**src/rtl/dut_fsm_generator.sv**
```systemverilog
// Stimulus-side FSM for the DUT FSM SEU test path: cycles data codes 1-2-3 onto the
// checker bus, flags illegal states, and holds an all-ones recovery code in S_ERR.
module dut_fsm_generator #(
    parameter int unsigned IO_SIZE_G  = 4,
    parameter int unsigned ERR_HOLD_G = 2,
    parameter int unsigned CNT_W_G    = 16
) (
    input  logic                 clk_i,
    input  logic                 rst_i,
    input  logic                 en_i,
    input  logic                 inj_state_i,
    input  logic                 inj_skip_i,
    output logic [IO_SIZE_G-1:0] data_o,
    output logic                 state_err_o,
    output logic                 busy_o,
    output logic [CNT_W_G-1:0]   loop_cnt_o,
    output logic [CNT_W_G-1:0]   err_cnt_o
);

    localparam int unsigned HOLD_W = (ERR_HOLD_G > 1) ? $clog2(ERR_HOLD_G) : 1;
    localparam logic [2:0]  S_INJ  = 3'b111;

    typedef enum logic [2:0] {
        S_IDLE  = 3'b000,
        S_ONE   = 3'b001,
        S_TWO   = 3'b010,
        S_THREE = 3'b011,
        S_ERR   = 3'b100
    } state_e;

    state_e                state_q, state_d;
    logic [HOLD_W-1:0]     hold_q, hold_d;
    logic [IO_SIZE_G-1:0]  data_q, data_d;
    logic                  err_q, err_d;
    logic                  busy_q, busy_d;
    logic [CNT_W_G-1:0]    loop_q, loop_d;
    logic [CNT_W_G-1:0]    errc_q, errc_d;

    // Next state, hold counter and registered bus/status outputs
    always_comb begin
        state_d = state_q;
        hold_d  = hold_q;
        err_d   = 1'b0;
        loop_d  = loop_q;
        errc_d  = errc_q;
        data_d  = '0;
        busy_d  = (state_q != S_IDLE);

        case (state_q)
            S_IDLE:  if (en_i) state_d = S_ONE;
            S_ONE:   if (en_i) state_d = inj_skip_i ? S_THREE : S_TWO;
            S_TWO:   if (en_i) state_d = S_THREE;
            S_THREE: if (en_i) state_d = S_IDLE;
            S_ERR: begin
                if (hold_q == '0) begin
                    state_d = S_IDLE;
                end else begin
                    hold_d = hold_q - HOLD_W'(1);
                end
            end
            default: begin
                state_d = S_ERR;
                hold_d  = HOLD_W'(ERR_HOLD_G - 1);
                err_d   = 1'b1;
            end
        endcase

        // Upset injection overrides every transition except reset
        if (inj_state_i) state_d = state_e'(S_INJ);

        if (state_q == S_THREE && state_d == S_IDLE) loop_d = loop_q + CNT_W_G'(1);
        if (err_d && errc_q != '1) errc_d = errc_q + CNT_W_G'(1);

        case (state_q)
            S_IDLE:  data_d = '0;
            S_ONE:   data_d = IO_SIZE_G'(1);
            S_TWO:   data_d = IO_SIZE_G'(2);
            S_THREE: data_d = IO_SIZE_G'(3);
            S_ERR:   data_d = '1;
            default: data_d = '0;
        endcase
    end

    always_ff @(posedge clk_i) begin
        if (rst_i) begin
            state_q <= S_IDLE;
            hold_q  <= '0;
            data_q  <= '0;
            err_q   <= 1'b0;
            busy_q  <= 1'b0;
            loop_q  <= '0;
            errc_q  <= '0;
        end else begin
            state_q <= state_d;
            hold_q  <= hold_d;
            data_q  <= data_d;
            err_q   <= err_d;
            busy_q  <= busy_d;
            loop_q  <= loop_d;
            errc_q  <= errc_d;
        end
    end

    assign data_o      = data_q;
    assign state_err_o = err_q;
    assign busy_o      = busy_q;
    assign loop_cnt_o  = loop_q;
    assign err_cnt_o   = errc_q;

endmodule

```
**config.mk**
```make
export PLATFORM = sky130hd
export DESIGN_NAME = dut_fsm_generator
export DESIGN_NICKNAME = d
export VERILOG_FILES = /design/src/rtl/dut_fsm_generator.sv
export SDC_FILE = /design/constraint.sdc
export NUM_CORES = 1
export LEC_CHECK = 0
export ABC_AREA = 1
export BUFFER_PORTS_ARGS = -buffer_cell sky130_fd_sc_hd__buf_2
export CAP_MARGIN = 20
export CORE_MARGIN = 3
export CORE_UTILIZATION = 40
export DETAILED_ROUTE_END_ITERATION = 7
export PLACE_DENSITY_LB_ADDON = 0.15
export SYNTH_ARGS = -nofsm -noshare
export SYNTH_HDL_FRONTEND = slang
export SYNTH_SLANG_ARGS = --single-unit
```
**constraint.sdc**
```tcl
create_clock -name clk_i -period 1.65 [get_ports clk_i]
set_clock_uncertainty 0.05 [all_clocks]
set_input_delay 0.2475 -clock clk_i [delete_from_list [all_inputs] [get_ports clk_i]]
set_output_delay 0.2475 -clock clk_i [all_outputs]
set_load 0.005 [all_outputs]
```
# [Yosys cells after proc, flatten, opt, wreduce, memory -nomap -nowiden]
# Index checks and enable logic that the tools add are counted.
[totals] ff_bits=42 out_inout_bits=38 elab_cells=34
[op_classes] muxes=12 n_addsub=3 n_eq_ne=5 n_reduce_logical=7
[op_table] op="$add A16 B1 Y16 const B" n=2
[op_table] op="$mux W3" n=6
[op_table] op="$ne A16 B16 Y1 const B" n=1
[op_table] op="$pmux W4 S4" n=1
[op_table] op="$pmux W3 S5" n=1
[op_table] op="$eq A3 B2 Y1 const B" n=2
[op_table] op="$logic_not A3 Y1" n=2
[op_table] op="$reduce_or A5 Y1" n=1
[op_table] op="$reduce_or A4 Y1" n=1
[op_table] op="$eq A3 B1 Y1 const B" n=1
[op_table] op="$eq A3 B3 Y1 const B" n=1
[op_table] op="$mux W1" n=3
[op_table] op="$reduce_bool A3 Y1" n=1
[op_table] op="$logic_and A1 B1 Y1" n=2
[op_table] op="$pmux W1 S2" n=1
[op_table] op="$sub A1 B1 Y1 const B" n=1

# [Logic depth before layout (Yosys ltp)]
[logic_depth] ltp_word=6 depth_mapped=10

# [Least setup slack after synthesis]
# No wires, ideal clock.
[synth_timing] kind="reg-to-reg" start="register errc_q[0], in the netlist err_cnt_o[0]" end="register errc_q[13], in the netlist err_cnt_o[13]" stages_incl_launch_ff=9 setup_ns=0.070 slack_ns=0.093 n_path_buf=1 synth_period_minus_slack_ns=1.557 required_time_ns=1.530 t_arrival_ns=1.437 cell_sequence="dfxtp_1 > ha_1 > nand3_2 > inv_2 > nand2_2 > o21ai_2 > buf_4 > nand2_1 > a21oi_1"
[synth_between] elab_chain_cells=2
[synth_rtl] element="start: declaration" line_no="37" text="logic [CNT_W_G-1:0] errc_q, errc_d;"
[synth_rtl] element="start signal: assignment" line_no="100" text="errc_q <= errc_d;"
[synth_rtl] element="parallel branches: the longest is 2 deep, another holds $add A16 B1 Y16"
# Parallel ways; which one is timed is not known.
# A chain may end at the register's enable or synchronous reset.

# [Worst setup path after layout]
[layout_timing] start="register errc_q[0], in the netlist err_cnt_o[0]" end="register errc_q[15], in the netlist err_cnt_o[15]"
# The elaborated chain is that of the path after synthesis.

==> results.sh <==
export IMPL_critPathMaxFanout=9
export IMPL_async_flop_share_pct=0
export IMPL_rr_worst_depth=9
export IMPL_cts_sinks=41
export IMPL_syn_nets=361
export IMPL_p_sw_share_pct=23.9
export IMPL_antenna_left=0
export IMPL_clkPwrFrac_pct=41.3
export IMPL_synth_edff_count=0
export IMPL_clk_pin_slew_ns=0.08
export IMPL_rrSetupSlack_ns=0.13
export IMPL_start_util_pct=42.8
export IMPL_numPortBuffers=42
export IMPL_cp_data_required_time_ns=1.83
export IMPL_yosysTopAreaCell="dfxtp_1"
export IMPL_critPathSlowestCell="dfxtp_1"
export IMPL_synth_top_area_share_pct=36.4
export IMPL_via_count=2372
export IMPL_netlist_area_um2=2250
export IMPL_seq_area_um2=828
export IMPL_seq_area_frac_synth_pct=36.4
export IMPL_multi_input_area_um2=1280
export IMPL_synthFlopType="dfxtp_1"
export IMPL_wl_um=5640
export IMPL_max_slew_margin_rel_pct=70.5
export IMPL_grt_pass1_vias=2209
export IMPL_dieArea_um2=6570
export IMPL_crit_path_end_kind="flip-flop"
export IMPL_p_leak_uw=0.00127
export IMPL_ys_warn_count=0
export IMPL_ys_top_cells_by_count="nand2_1, nor2_1, dfxtp_1"
export IMPL_grt_max_degree=29
export IMPL_syn_area_per_cell_um2=6.37
export IMPL_area_growth_pct=27.4
export IMPL_cts_setup_buffers=0
export IMPL_num_antenna_cells=0
export IMPL_cts_hold_buf=0
export IMPL_syn_inst=354
export IMPL_remaining_drc_errors=0
export IMPL_worstSkewPairLatency_ns=0.30
export IMPL_cts_tree="built"
export IMPL_finalSetupViolations=0
export IMPL_highest_layer="met4"
export IMPL_fin_nets=424
export IMPL_synth_most_common_cell="nand2_1"
export IMPL_rows=26
export IMPL_combinationalPowerShare_pct=8.9
export IMPL_cts_root_buf="clkbuf_8"
export IMPL_grt_pass1_wl_um=9560
export IMPL_dpl_hpwl_um=4170
export IMPL_cts_resized=0
export IMPL_clock_tree_buffer_depth=2
export IMPL_pre_cts_ws_ns=-0.0280
export IMPL_place_area_um2=2690
export IMPL_drtPass1Iterations=4
export IMPL_cts_buffers=5
export IMPL_wire_per_inst_um=11.6
export IMPL_wl_met1_um=2710
export IMPL_hold_class="in -> reg"
export IMPL_vias_per_cell=4.86
export IMPL_worstPathArrival_ns=1.70
export IMPL_peakVddDrop_mv=0.438
export IMPL_postLayoutSetupSlackWorst_ns=0.128
export IMPL_ys_ff_latch=41
export IMPL_core_area_um2=5270
export IMPL_wl_met3_um=317
export IMPL_power_frac_seq_pct=49.8
export IMPL_tightest_slew_ns=0.442
export IMPL_setup_tns_ns=0
export IMPL_design_area_um2=2870
export IMPL_gr_usage_all_layers_pct=18.4
export IMPL_worstPathCellList="ha_2, nand3_2, inv_2, nand2_2, buf_4, o21ai_4, buf_6, nand2_1, a21oi_1"
export IMPL_finalCriticalPeriod_ns=1.52
export IMPL_slew_violations=0
export IMPL_synth_area_leaders="dfxtp_1, nand2_1, nor2_1, nand3_1, inv_1"
export IMPL_intPower_uw=1570
export IMPL_cp_start_kind="flip-flop"
export IMPL_cts_max_level=2
export IMPL_max_stage_delay_ns=0.34
export IMPL_p_sw_uw=493
export IMPL_grt_ovfl_total=0
export IMPL_power_density_nw_per_um2=720
export IMPL_antenna_found_initial=0
export IMPL_dieWidth_um=81.1
export IMPL_gp_congestion=0.798
export IMPL_die_h_um=81.1
export IMPL_maxCapViolations=0
export IMPL_drtIter0Drc=138
export IMPL_ios=43
export IMPL_max_freq_ghz=0.657
export IMPL_hold_violations=0
export IMPL_whs_path_depth=5
export IMPL_drive_gt1_share_pct=24.4
export IMPL_met2_length_um=2540
export IMPL_outcome="finished clean"
export IMPL_finalCritPeriodShare_pct=92.3
export IMPL_critPathKind="reg -> reg"
export IMPL_fillers=552
export IMPL_ys_types=28
## worst paths after layout
kind | from | to
worst max-delay path | err_cnt_o[0] | err_cnt_o[15]
worst min-delay path | inj_state_i | state_q[2]
worst max register to register | err_cnt_o[0] | err_cnt_o[15]
worst min register to register | loop_cnt_o[1] | loop_cnt_o[1]
## layout make-up
cell class,count,area share (%)
Clock buffer,7,3.01
Clock inverter,1,1.05
Inverter,40,5.23
Multi-Input combinational cell,263,44.5
Sequential cell,41,28.8
Tap cell,70,3.05
Timing Repair Buffer,66,14.3
## stage by stage
| stage | hold WS (ns) | utilization [%] | std cells | power (uW) |
|---|---|---|---|---|
| 2_1_floorplan | 0.383 | - | 354 | 1150 |
| 3_3_place_gp | 0.434 | 51.0 | 480 | 1220 |
| 3_5_place_dp | 0.446 | 51.0 | 480 | 1220 |
| 4_1_cts | 0.292 | 53.2 | 488 | 2080 |
| 5_1_grt | 0.333 | 54.5 | 488 | 2150 |
| 6_report | 0.294 | 54.5 | 488 | 2070 |
## sequential cells by signal, summed over array words and instances, names as in the netlist
register	flops
state_err_o	1
state_q	3
busy_o	1
loop_cnt_o	16
hold_q	1
data_o	3
err_cnt_o	16
## worst max-delay path: cells and delay by family, from the launching register on
family,cells,cell delay [ns]
AO/OA/AOI/OAI,2,0.31
adder cells (fa/ha/maj),1,0.19
buffers and inverters,3,0.38
flip-flops,1,0.34
AND/OR/NAND/NOR,3,0.19
## cell families (layout without fill, tap and decap cells)
family	Yosys count	after routing	share of synthesized area (%)
flip-flops	41	41	36.4
AO/OA/AOI/OAI	31	31	7.16
XOR/XNOR	13	13	5.05
adder cells (fa/ha/maj)	2	2	1.11
AND/OR/NAND/NOR	217	217	41.1
buffers and inverters	50	114	9.11
## power by group through the flow
stage          combinational, uW  sequential (uW)  clock, uW
2_1_floorplan                104             1050          0
3_3_place_gp                 171             1050          0
3_5_place_dp                 173             1050          0
4_1_cts                      174             1030        877
5_1_grt                      204             1030        916
6_report                     183             1030        854
## routing by layer
layer	up-vias	GRT usage, %
met2	54	30.7
met5	-	0
li1	1237	-
met4	0	5.07
met1	1075	23.8
met3	6	3.99
## cell usage in the layout (no fill, tap or decap), types with 2 or more instances in the layout
master	instances
inv_1	38
a21oi_1	25
nand2_1	105
inv_2	2
nand3_1	35
buf_6	2
o21ai_0	2
nor2_4	2
xnor2_1	6
clkbuf_8	6
nor2_2	6
and2_1	2
nor3_1	4
ha_2	2
xor2_1	7
dfxtp_2	6
nand3_2	4
buf_4	21
nand4_1	4
nor2_1	48
dfxtp_1	35
nor3_2	2
buf_2	42
Power figures use the tool's default switching activity.
